==> config.mk <==
export PLATFORM = sky130hd
export DESIGN_NAME = mioc_pat_seq
export DESIGN_NICKNAME = d
export VERILOG_FILES = /design/src/rtl/mioc_pat_seq.sv
export SDC_FILE = /design/constraint.sdc
export NUM_CORES = 1
export LEC_CHECK = 0
export ABC_AREA = 1
export CORE_UTILIZATION = 50
export DETAILED_ROUTE_END_ITERATION = 6
export PLACE_DENSITY = 0.7
export REMOVE_ABC_BUFFERS = 1
export SLEW_MARGIN = 25
export SYNTH_ARGS = -nofsm -noshare
export SYNTH_HDL_FRONTEND = slang
export SYNTH_SLANG_ARGS = --single-unit
==> constraint.sdc <==
create_clock -name clk -period 5.8 [get_ports clk]
set_input_delay 0.58 -clock clk [delete_from_list [all_inputs] [get_ports clk]]
set_output_delay 0.58 -clock clk [all_outputs]
set_load 0.005 [all_outputs]
==> src/rtl/mioc_pat_seq.sv <==
// mioc_pat_seq: on-chip pattern sequencer for MIOC register characterisation.
// Stores stim/exp vectors, drives each stim onto the register-under-test
// input lanes for HOLD cycles, samples the outputs on the last hold cycle and
// compares them against the expected value, keeping a saturating error count.
//
// Optional build macro MIOC_PATSEQ_MASK_EN: when defined, a per-vector mask is
// stored alongside exp and masked output lanes are treated as don't-care.
// When undefined the mask bits of load_data are dropped and never stored.
//
// Timeline for a run started at cycle 0 with n vectors:
//   vector k is driven in cycles 1+k*HOLD .. (k+1)*HOLD,
//   its capture pulse appears in cycle (k+1)*HOLD+1,
//   done rises in cycle n*HOLD+1 together with the last capture pulse.
//
// Capture handshake: cap_valid is a valid-only, one-cycle pulse with no ready
// back-pressure; cap_idx and cap_data are meaningful only while cap_valid=1
// and the consumer must take them in that cycle.
module mioc_pat_seq #(
    parameter int IN_W  = 4,
    parameter int OUT_W = 2,
    parameter int DEPTH = 16,
    parameter int HOLD  = 8,
    parameter int CNT_W = 8
) (
    input  logic                       clk,
    input  logic                       rst_n,
    input  logic                       load_we,
    input  logic [$clog2(DEPTH)-1:0]   load_addr,
    input  logic [IN_W+2*OUT_W-1:0]    load_data,
    input  logic [$clog2(DEPTH):0]     num_vec,
    input  logic                       start,
    input  logic [OUT_W-1:0]           obs,
    output logic [IN_W-1:0]            drv,
    output logic                       busy,
    output logic                       done,
    output logic                       pass,
    output logic [CNT_W-1:0]           err_count,
    output logic [$clog2(DEPTH)-1:0]   first_err_idx,
    output logic                       cap_valid,
    output logic [$clog2(DEPTH)-1:0]   cap_idx,
    output logic [OUT_W-1:0]           cap_data,
    output logic [1:0]                 dbg_state
);

    localparam int AW = $clog2(DEPTH);
    localparam int HW = $clog2(HOLD);
`ifdef MIOC_PATSEQ_MASK_EN
    localparam int MW = IN_W + 2 * OUT_W;
`else
    localparam int MW = IN_W + OUT_W;
`endif

    localparam logic [AW:0]      N_MAX     = (AW + 1)'(DEPTH);
    localparam logic [HW-1:0]    HOLD_LAST = HW'(HOLD - 1);
    localparam logic [CNT_W-1:0] ERR_SAT   = {CNT_W{1'b1}};

    typedef enum logic [1:0] {
        S_IDLE  = 2'd0,
        S_APPLY = 2'd1,
        S_CHECK = 2'd2,
        S_DONE  = 2'd3
    } state_t;

    state_t state_q, state_d;

    // Pattern memory; contents survive reset
    logic [MW-1:0] mem_q [DEPTH];

    // Run control and result registers
    logic [AW:0]        n_q, n_d;
    logic [AW-1:0]      idx_q, idx_d;
    logic [HW-1:0]      hold_q, hold_d;
    logic [CNT_W-1:0]   err_q, err_d;
    logic [AW-1:0]      first_q, first_d;
    logic               pass_q, pass_d;
    logic               cap_valid_q, cap_valid_d;
    logic [AW-1:0]      cap_idx_q, cap_idx_d;
    logic [OUT_W-1:0]   cap_data_q, cap_data_d;

    // Decoded fields of the entry currently being applied
    logic [MW-1:0]      entry;
    logic [IN_W-1:0]    stim_cur;
    logic [OUT_W-1:0]   exp_cur;
    logic [OUT_W-1:0]   mask_cur;

    logic               idle_like;
    logic               running;
    logic               go;
    logic [AW:0]        n_start;
    logic               hold_last;
    logic               vec_last;
    logic               sample;
    logic               mismatch;

    assign entry    = mem_q[idx_q];
    assign stim_cur = entry[IN_W-1:0];
    assign exp_cur  = entry[IN_W +: OUT_W];

`ifdef MIOC_PATSEQ_MASK_EN
    assign mask_cur = entry[IN_W+OUT_W +: OUT_W];
`else
    // Mask lanes of load_data are not stored in this build
    logic unused_mask_bits;
    assign unused_mask_bits = ^load_data[IN_W+2*OUT_W-1:IN_W+OUT_W];
    assign mask_cur = '0;
`endif

    assign idle_like = (state_q == S_IDLE) || (state_q == S_DONE);
    assign running   = (state_q == S_APPLY) || (state_q == S_CHECK);
    assign go        = idle_like && start;

    // Clamp the requested vector count to the memory depth
    assign n_start   = (num_vec > N_MAX) ? N_MAX : num_vec;

    assign hold_last = (hold_q == HOLD_LAST);
    assign vec_last  = ({1'b0, idx_q} == (n_q - (AW + 1)'(1)));

    // The sample edge closes the last hold cycle of the current vector.
    // CHECK always sits at hold count 0, so sampling can only happen in APPLY.
    assign sample    = (state_q == S_APPLY) && hold_last;
    assign mismatch  = |((obs ^ exp_cur) & ~mask_cur);

    // Pattern memory write port, ignored while a run is in progress
    always_ff @(posedge clk) begin
        if (load_we && idle_like) begin
            mem_q[load_addr] <= load_data[MW-1:0];
        end
    end

    // FSM state register
    always_ff @(posedge clk) begin
        if (!rst_n) begin
            state_q <= S_IDLE;
        end else begin
            state_q <= state_d;
        end
    end

    // FSM next-state logic
    always_comb begin
        state_d = state_q;
        case (state_q)
            S_IDLE, S_DONE: begin
                if (start) begin
                    state_d = (n_start == '0) ? S_DONE : S_APPLY;
                end
            end
            S_APPLY: begin
                if (hold_last) begin
                    state_d = vec_last ? S_DONE : S_CHECK;
                end
            end
            S_CHECK: begin
                // CHECK overlaps the first hold cycle of the next vector
                state_d = S_APPLY;
            end
            default: state_d = S_IDLE;
        endcase
    end

    // FSM outputs
    always_comb begin
        busy      = running;
        done      = (state_q == S_DONE);
        drv       = running ? stim_cur : '0;
        dbg_state = state_q;
    end

    // Datapath next-state: run setup, hold counting, compare and capture
    always_comb begin
        n_d         = n_q;
        idx_d       = idx_q;
        hold_d      = hold_q;
        err_d       = err_q;
        first_d     = first_q;
        pass_d      = pass_q;
        cap_valid_d = 1'b0;
        cap_idx_d   = cap_idx_q;
        cap_data_d  = cap_data_q;

        if (go) begin
            n_d     = n_start;
            idx_d   = '0;
            hold_d  = '0;
            err_d   = '0;
            first_d = '0;
            // An empty run completes immediately with a clean result
            pass_d  = (n_start == '0);
        end else if (running) begin
            hold_d = hold_last ? '0 : hold_q + HW'(1);
            if (sample) begin
                cap_valid_d = 1'b1;
                cap_idx_d   = idx_q;
                cap_data_d  = obs;
                if (mismatch) begin
                    if (err_q == '0) begin
                        first_d = idx_q;
                    end
                    if (err_q != ERR_SAT) begin
                        err_d = err_q + CNT_W'(1);
                    end
                end
                if (vec_last) begin
                    // Final verdict includes the compare of this last vector
                    pass_d = (err_q == '0) && !mismatch;
                end else begin
                    idx_d = idx_q + AW'(1);
                end
            end
        end
    end

    // Datapath registers; a mid-run reset abandons the run at once
    always_ff @(posedge clk) begin
        if (!rst_n) begin
            n_q         <= '0;
            idx_q       <= '0;
            hold_q      <= '0;
            err_q       <= '0;
            first_q     <= '0;
            pass_q      <= 1'b0;
            cap_valid_q <= 1'b0;
            cap_idx_q   <= '0;
            cap_data_q  <= '0;
        end else begin
            n_q         <= n_d;
            idx_q       <= idx_d;
            hold_q      <= hold_d;
            err_q       <= err_d;
            first_q     <= first_d;
            pass_q      <= pass_d;
            cap_valid_q <= cap_valid_d;
            cap_idx_q   <= cap_idx_d;
            cap_data_q  <= cap_data_d;
        end
    end

    assign pass          = pass_q;
    assign err_count     = err_q;
    assign first_err_idx = first_q;
    assign cap_valid     = cap_valid_q;
    assign cap_idx       = cap_idx_q;
    assign cap_data      = cap_data_q;

endmodule

-- After elaboration in Yosys (flattened, before gate mapping)
Memory sizes are Yosys's and may differ from the RTL's. A register that Yosys moved wholly into a read port is not among the register bits.
Index checks and enable logic that the tools add are counted.
- register bits: 34
- bits in writable memories: 96
- memories kept: 1
- add/sub/neg operators: 4
- magnitude comparators: 1
- equality and inequality tests: 8
- muxes and demuxes: 17
- bitwise logic cells: 5
- reductions and logical operators: 23
- memory list (name ; words ; width ; read ports ; clocked after Yosys merged registers in ; write ports ; RTL line ; text):
    mem_q ; 16 ; 6 ; 1 ; 1 ; 1 ; 67 ; logic [MW-1:0] mem_q [DEPTH];
- operators by type and width (kind ; number):
    $mux 4 ; 3
    $reduce_and 3->1 ; 3
    $add 8x1->8 const B ; 1
    $logic_not 8->1 ; 1
    $mux 1 ; 8
    $ne 8x8->1 const B ; 1
    $reduce_and 4->1 ; 2
    $mux 2 ; 3
    $pmux 2 s3 ; 1
    $reduce_bool 2->1 ; 3
    $reduce_or 2->1 ; 3
    $eq 4x5->1 ; 1
    $gt 5x5->1 const B ; 1
    $logic_not 5->1 ; 1
    $mux 5 ; 1
    $sub 5x1->5 const B ; 1
    $add 4x1->4 const B ; 1
    $eq 2x2->1 const B ; 2
    $logic_and 1x1->1 ; 4
    $ne 2x2->1 const B ; 2
    $not 1->1 ; 4
    $add 3x1->3 const B ; 1
    $eq 3x3->1 const B ; 1
    $mux 3 ; 1
    other kinds (7) ; 8

-- Logic depth before layout (Yosys ltp)
Gate-level depths: netlist of run 1.
- depth after elaboration: 8
- depth in mapped cells: 16
- mapped depth without buffers: 15

-- Least setup slack after synthesis of run 1
No wires, ideal clock.
- kind: reg-to-reg
- start: register state_q[0] (netlist: dbg_state[0])
- end: memory mem_q[0][0] (netlist bit), enable pin
- library setup time: 0.350 ns
- data arrival time: 1.595 ns
- required time: 5.450 ns
- path slack: 3.855 ns
- cell stages (with the launch flop): 8
- path buffers: 1
- clock period less this slack: 1.945 ns
- path through: dfxtp_1 -> inv_1 -> ha_1 -> clkbuf_1 -> nand2_1 -> inv_1 -> nand3_1 -> nor2_1
- word-level cells in the longest chain between the ends: 5
- elaborated cells on any way between the ends: 6
- RTL lines (element ; RTL line ; text):
    from (decl) ; 64 ; state_t state_q, state_d;
    from (signal assigned) ; 135 ; state_q <= state_d;
    $eq 2x2->1 / $logic_not 2->1 (equally long branches) ; 108 ; assign idle_like = (state_q == S_IDLE) || (state_q == S_DONE);
    $logic_or 1x1->1 (*) ; 108 ;
    $logic_and 1x1->1 (*) ; 125 ; if (load_we && idle_like) begin
    $mux 1 (*) ; 125 ;
    $mux 1 (implied by the code) (*) ; 126 ; mem_q[load_addr] <= load_data[MW-1:0];
    to (decl) ; 67 ;
Mark *: on every way between the ends. The rest lies on a longest branch, timed or not.

==> impl_metrics.tcl, run 1 <==
set metrics [dict create \
    synth.largest_area_cell "edfxtp_1" \
    dpl_cell_area_um2 6260 \
    synthToLayoutAreaGrowth_pct 20.8 \
    cts.path.max_buffers 2 \
    clkPwrFrac_pct 44.6 \
    cts.clk_slew.worst_paths_ns 0.06 \
    postCtsHoldBufs 0 \
    arrival_ns 2.97 \
    core_um2 11000 \
    post-cts-setup-buffer-count 0 \
    antenna_found_initial 0 \
    die_x_um 109 \
    leakagePower_uw 0.00254 \
    start_util_pct 51.8 \
    power_uw 2490 \
    synth_warnings 0 \
    placed_cells 728 \
    max_slew_margin_pct 37.0 \
    rsz0062_at_grt "false" \
    cts_buffers 17 \
    synth_compound_area_share_pct 10.7 \
    finClkSkew_ns 0.00613 \
    wl_mm 12.7 \
    cts_tree "done" \
    use_met1_pct 28.7 \
    synthSimpleGateAreaFrac_pct 16.3 \
    grt.total_usage_pct 23.3 \
    routabilityCongestion 0.834 \
    muxShareOfSynthArea_pct 0 \
    seqPwrFrac_pct 43.5 \
    top_usage_layer "met2" \
    netlist_area_um2 5690 \
    p_comb_share_pct 11.9 \
    cts_htree_levels 4 \
    hold_viol 0 \
    dr_total_vias 4165 \
    syn_area_per_cell_um2 10.2 \
    use_met3_pct 7.35 \
    setup-tns-final_ns 0 \
    tightest_slew_ns 0.940 \
    post-route-period-util_pct 61.2 \
    ir_worst_vdd_mv 0.235 \
    regArea_um2 3640 \
    grt_first_pass_wirelength_mm 20.0 \
    drv_slew 0 \
    worstSetupPathType "register to output pin" \
    synthesis.instances 559 \
    synth_cell_types 31 \
    worst_setup_path_end_kind "output pin" \
    io_pins 51 \
    grt_start_max_net_pins 51 \
    die_height_um 109 \
    grt_pass1_vias 4055 \
    setup_ws_ns 2.25 \
    cellPowerDensity_nw_per_um2 363 \
    ys_seq_elements 134 \
    global_route.usage.met2_pct 38.4 \
    diodes 0 \
    cap_violations 0 \
    crit_fanout 50 \
    ys_seq_area_share_pct 64.0 \
    p_int_uw 1900 \
    final_net_count 639 \
    multiInputGateArea_um2 1750 \
    first_pass_iters 5 \
    synth_xor_xnor_area_share_pct 1.69 \
    finalSetupViolations 0 \
    fillers 852 \
    preCtsSetupSlack_ns 2.71 \
    drt_iter0_markers 268 \
    yosys.area.top_type_share_pct 50.7 \
    wire_per_inst_um 16.7 \
    die_area_um2 11800 \
    post_cts_resized 0 \
    swShare_pct 23.8 \
    grt_overflow 0 \
    critical_path_required_ns 5.22 \
    fmax_mhz 282 \
    stdcell_count 760 \
    drc 0 \
    synth_area_leaders "edfxtp_1 (51%), dfxtp_1 (13%), nand2_1 (5.6%)" \
    cts-root-buf "clkbuf_16" \
    synth_top_family_by_area "simple AND/OR/NAND/NOR gates" \
    p_switching_uw 592 \
    fin_area_um2 6870 \
    critPathLaunchType "register" \
    status "finished, final reports clean" \
    min_path_type "register to register" \
    synthAdderAreaFrac_pct 1.98 \
    vias_per_cell 5.48 \
    row_count 38 \
    dp_hpwl_mm 7.96 \
    ant_nets 0 \
    drive_gt1_share_pct 5.48 \
    cts_sinks 134 \
    finalCriticalPeriod_ns 3.55 \
    clock_latency_ns 0.42 \
    place.port_buffers 48 \
]
==> per-layer routing <==
metal | vias up | share of wire [%]
met5 | - | 0
met4 | 0 | 2.5
met3 | 28 | 5.6
met2 | 131 | 49
met1 | 1977 | 43
li1 | 2029 | -
==> registers in the layout (all words and copies together), names as in the netlist, named ones only <==
register,flops
cap_idx,4
n_q,5
hold_q,3
idx_q,4
mem_q,96
dbg_state,2
first_err_idx,4
cap_data,2
cap_valid,1
err_count,8
pass,1
==> critical path, cell delays in order, from the launching register on <==
cell and delay, ns:
dfxtp_1 0.29, buf_4 0.26, inv_2 0.64, o21ai_0 0.21
o221ai_1 0.22, nand3_1 0.15, a21oi_1 0.21, clkdlybuf4s50_1 0.53
==> power groups by stage <==
| stage | registers, µW | logic, µW | clock network (µW) |
|---|---|---|---|
| floorplan | 1100 | 156 | 0 |
| global placement | 1100 | 281 | 0 |
| detailed placement | 1100 | 293 | 0 |
| CTS | 1080 | 295 | 1120 |
| global route | 1090 | 329 | 1160 |
| finish | 1080 | 296 | 1110 |
==> per-stage QoR <==
step           hold slack [ns]  utilization [%]
2_1_floorplan            0.441                -
3_3_place_gp             0.447             57.0
3_5_place_dp             0.458             57.0
4_1_cts                  0.474             62.6
5_1_grt                  0.504             62.6
6_report                 0.469             62.6
==> path summary, 6_finish.rpt <==
check                         start  depth (start not counted)                       endpoint  slack (ns)
max                        register                          7                         drv[1]        2.25
min          hold_q[1]$_SDFFE_PP0N_                          2         hold_q[1]$_SDFFE_PP0N_        0.47
max reg2reg                register                         12  first_err_idx[1]$_SDFFE_PP0P_        2.74
min reg2reg  hold_q[1]$_SDFFE_PP0N_                          2         hold_q[1]$_SDFFE_PP0N_        0.47
==> cells in the mapped netlist <==
library cell,n
o211ai_1,7
buf_6,1
dfxtp_1,38
o221ai_1,10
and3_1,1
xor2_1,7
clkbuf_1,13
o21ai_1,3
a21oi_1,26
clkinv_1,1
nand3_1,50
inv_1,51
xnor2_1,4
nor3_1,2
a221oi_1,2
o22ai_1,7
nand2_1,85
o21a_1,1
ha_1,9
a211oi_1,3
edfxtp_1,96
nor4_1,1
buf_2,4
o21ai_0,45
nor3b_1,1
a31oi_1,1
buf_4,2
nor2_1,83
nand4_1,1
nand2_4,1
inv_2,3
==> kinds of logic (layout without fill, tap and decap cells) <==
group	count (synthesis)	in the layout
and+or+nand+nor	225	225
xor gates and xnor gates	11	11
buffers and inverters	75	136
AOI/OAI and AO/OA	105	105
adders and majority gates	9	9
DFF	134	134
==> final cells by class <==
type | count | area share (%)
flip-flops and latches | 134 | 53.0
multi-input cells | 350 | 25.4
repair buffers | 49 | 7.10
clock buffers | 19 | 6.30
inverters | 55 | 3.00
clock inverters | 13 | 2.64
well taps | 140 | 2.55
==> placed cells by master (no fill, tap or decap) <==
cell type         n
edfxtp_1         96
nand2_1          85
nor2_1           83
inv_1            51
nand3_1          50
clkdlybuf4s50_1  48
o21ai_0          45
dfxtp_1          38
a21oi_1          26
clkbuf_16        17
o221ai_1         10
ha_1              9
o22ai_1           7
o211ai_1          7
xor2_1            7
xnor2_1           4
clkinv_4          4
bufinv_16         4
inv_2             3
a211oi_1          3
o21ai_1           3
clkinv_2          3
clkinv_1          2
nor3_1            2
a221oi_1          2
clkbuf_1          2
nor3b_1           1
nand4_1           1
a31oi_1           1
nand2_4           1
nor4_1            1
and3_1            1
o21a_1            1
clkinvlp_4        1
buf_4             1
Note: power is estimated with default switching activity, not from simulation.
==> run 2, diff against run 1 <==
- clock period: 5.8 -> 3.6 ns (I/O delays scaled with it)
==> impl_metrics.tcl, run 2 (synthesis results as in run 1) <==
set metrics [dict create \
    final_common_cell "edfxtp_1" \
    fillers 892 \
    setup-tns-final_ns 0 \
    grt_pass1_vias 3954 \
    max_slew_margin_pct 39.4 \
    grt_start_max_net_pins 50 \
    status "finished, final reports clean" \
    critPathLaunchType "register" \
    cellPowerDensity_nw_per_um2 579 \
    final_cell_mix "edfxtp_1 (96), nand2_1 (85), nor2_1 (83), inv_1 (51), nand3_1 (50)" \
    die_area_um2 11800 \
    place.port_buffers 48 \
    finalCriticalPeriod_ns 3.07 \
    largest_register_ffs 96 \
    cpMaxStageDelayCell "clkdlybuf4s50_1" \
    slowest_delay_ns 0.55 \
    post_cts_resized 0 \
    arrival_ns 2.71 \
    cp_top_family "buffers and inverters" \
    cts.clk_slew.worst_paths_ns 0.05 \
    vias_per_cell 5.55 \
    drv_slew 0 \
    die_x_um 109 \
    final_core_util_pct 62.8 \
    cts_htree_levels 4 \
    min_path_type "register to register" \
    row_count 38 \
    dp_hpwl_mm 8.08 \
    cts.path.max_buffers 2 \
    tightest_slew_ns 0.905 \
    multiInputGateArea_um2 1750 \
    cap_violations 0 \
    final_net_count 642 \
    cts_sinks 134 \
    finalSetupViolations 0 \
    die_height_um 109 \
    cts_tree "done" \
    worst_setup_path_end_kind "output pin" \
    clock_latency_ns 0.40 \
    io_pins 51 \
    ant_nets 0 \
    postCtsHoldBufs 0 \
    start_util_pct 51.8 \
    diodes 0 \
    crit_chain "inv_2 > o21ai_0 > o221ai_1 > o211ai_1 > a21oi_1 > clkdlybuf4s50_1" \
    synthToLayoutAreaGrowth_pct 21.2 \
    post-cts-setup-buffer-count 0 \
    crit_fanout 27 \
    grt.total_usage_pct 22.6 \
    power_uw 3990 \
    rsz0062_at_grt "false" \
    drive_gt1_share_pct 5.94 \
    ir_worst_vdd_mv 0.295 \
    drt_iter0_markers 248 \
    critical_path_required_ns 3.24 \
    first_pass_iters 5 \
    wl_mm 12.7 \
    regArea_um2 3640 \
    grt_first_pass_wirelength_mm 19.5 \
    post-route-period-util_pct 85.4 \
    dr_total_vias 4235 \
    routabilityCongestion 0.817 \
    finClkSkew_ns 0.00582 \
    largest_register "mem_q" \
    worstSetupPathType "register to output pin" \
    fmax_mhz 325 \
    drc 0 \
    grt_overflow 0 \
    core_um2 11000 \
    leakagePower_uw 0.00255 \
    cts_buffers 17 \
    hold_viol 0 \
    wire_per_inst_um 16.6 \
    cts-root-buf "clkbuf_16" \
    antenna_found_initial 0 \
    cp_num_buf_inv 2 \
]
run 2: changes by cell type in the layout (fill, tap and decap cells not counted), sizes merged:
cell	previous run	this run
clkinvlp	1	2
buf	1	4
clkbuf	19	18
run 2: area by class of cell:
class	instances	area share (%)
Multi-Input combinational cell	350	25.3
Timing Repair Buffer	52	7.40
Tap cell	140	2.54
Clock buffer	18	6.23
Sequential cell	134	52.8
Clock inverter	14	2.67
Inverter	55	2.99
run 2: where the power goes:
part | total (µW) | internal (µW) | switching (µW)
Combinational | 472 | 188 | 284
Clock | 1770 | 1150 | 618
Sequential | 1750 | 1720 | 30.0
Total | 3990 | 3060 | 931
run 2: worst min-delay path, delay by kind of cell (launching register included):
family          cells  cell delay [ns]
simple gates        1             0.05
flops               1             0.31
compound gates      1             0.06
run 2: metrics by stage:
step           area [µm²]  hold WS (ns)  instances  setup WS (ns)
3_5_place_dp         6280         0.466        731          0.946
2_1_floorplan        5600         0.441        539          0.862
5_1_grt              6890         0.512        763          0.374
4_1_cts              6890         0.473        763          0.521
6_report             6890         0.469        763          0.525
3_3_place_gp         6280         0.446        731          0.992
run 2: worst paths after layout:
kind | start | end | slack [ns] | depth (start not counted)
max reg2reg | register | first_err_idx[3]$_SDFFE_PP0P_ | 0.94 | 15
min | hold_q[2]$_SDFFE_PP0N_ | hold_q[2]$_SDFFE_PP0N_ | 0.47 | 2
max | register | drv[2] | 0.53 | 6
min reg2reg | hold_q[2]$_SDFFE_PP0N_ | hold_q[2]$_SDFFE_PP0N_ | 0.47 | 2
run 2: per-layer routing:
metal	vias to the layer above	wire, µm	GRT usage [%]
met5	-	0	0
met4	0	139	8.40
met3	12	779	5.20
met2	129	6510	38.3
met1	2059	5250	28.4
li1	2035	-	-
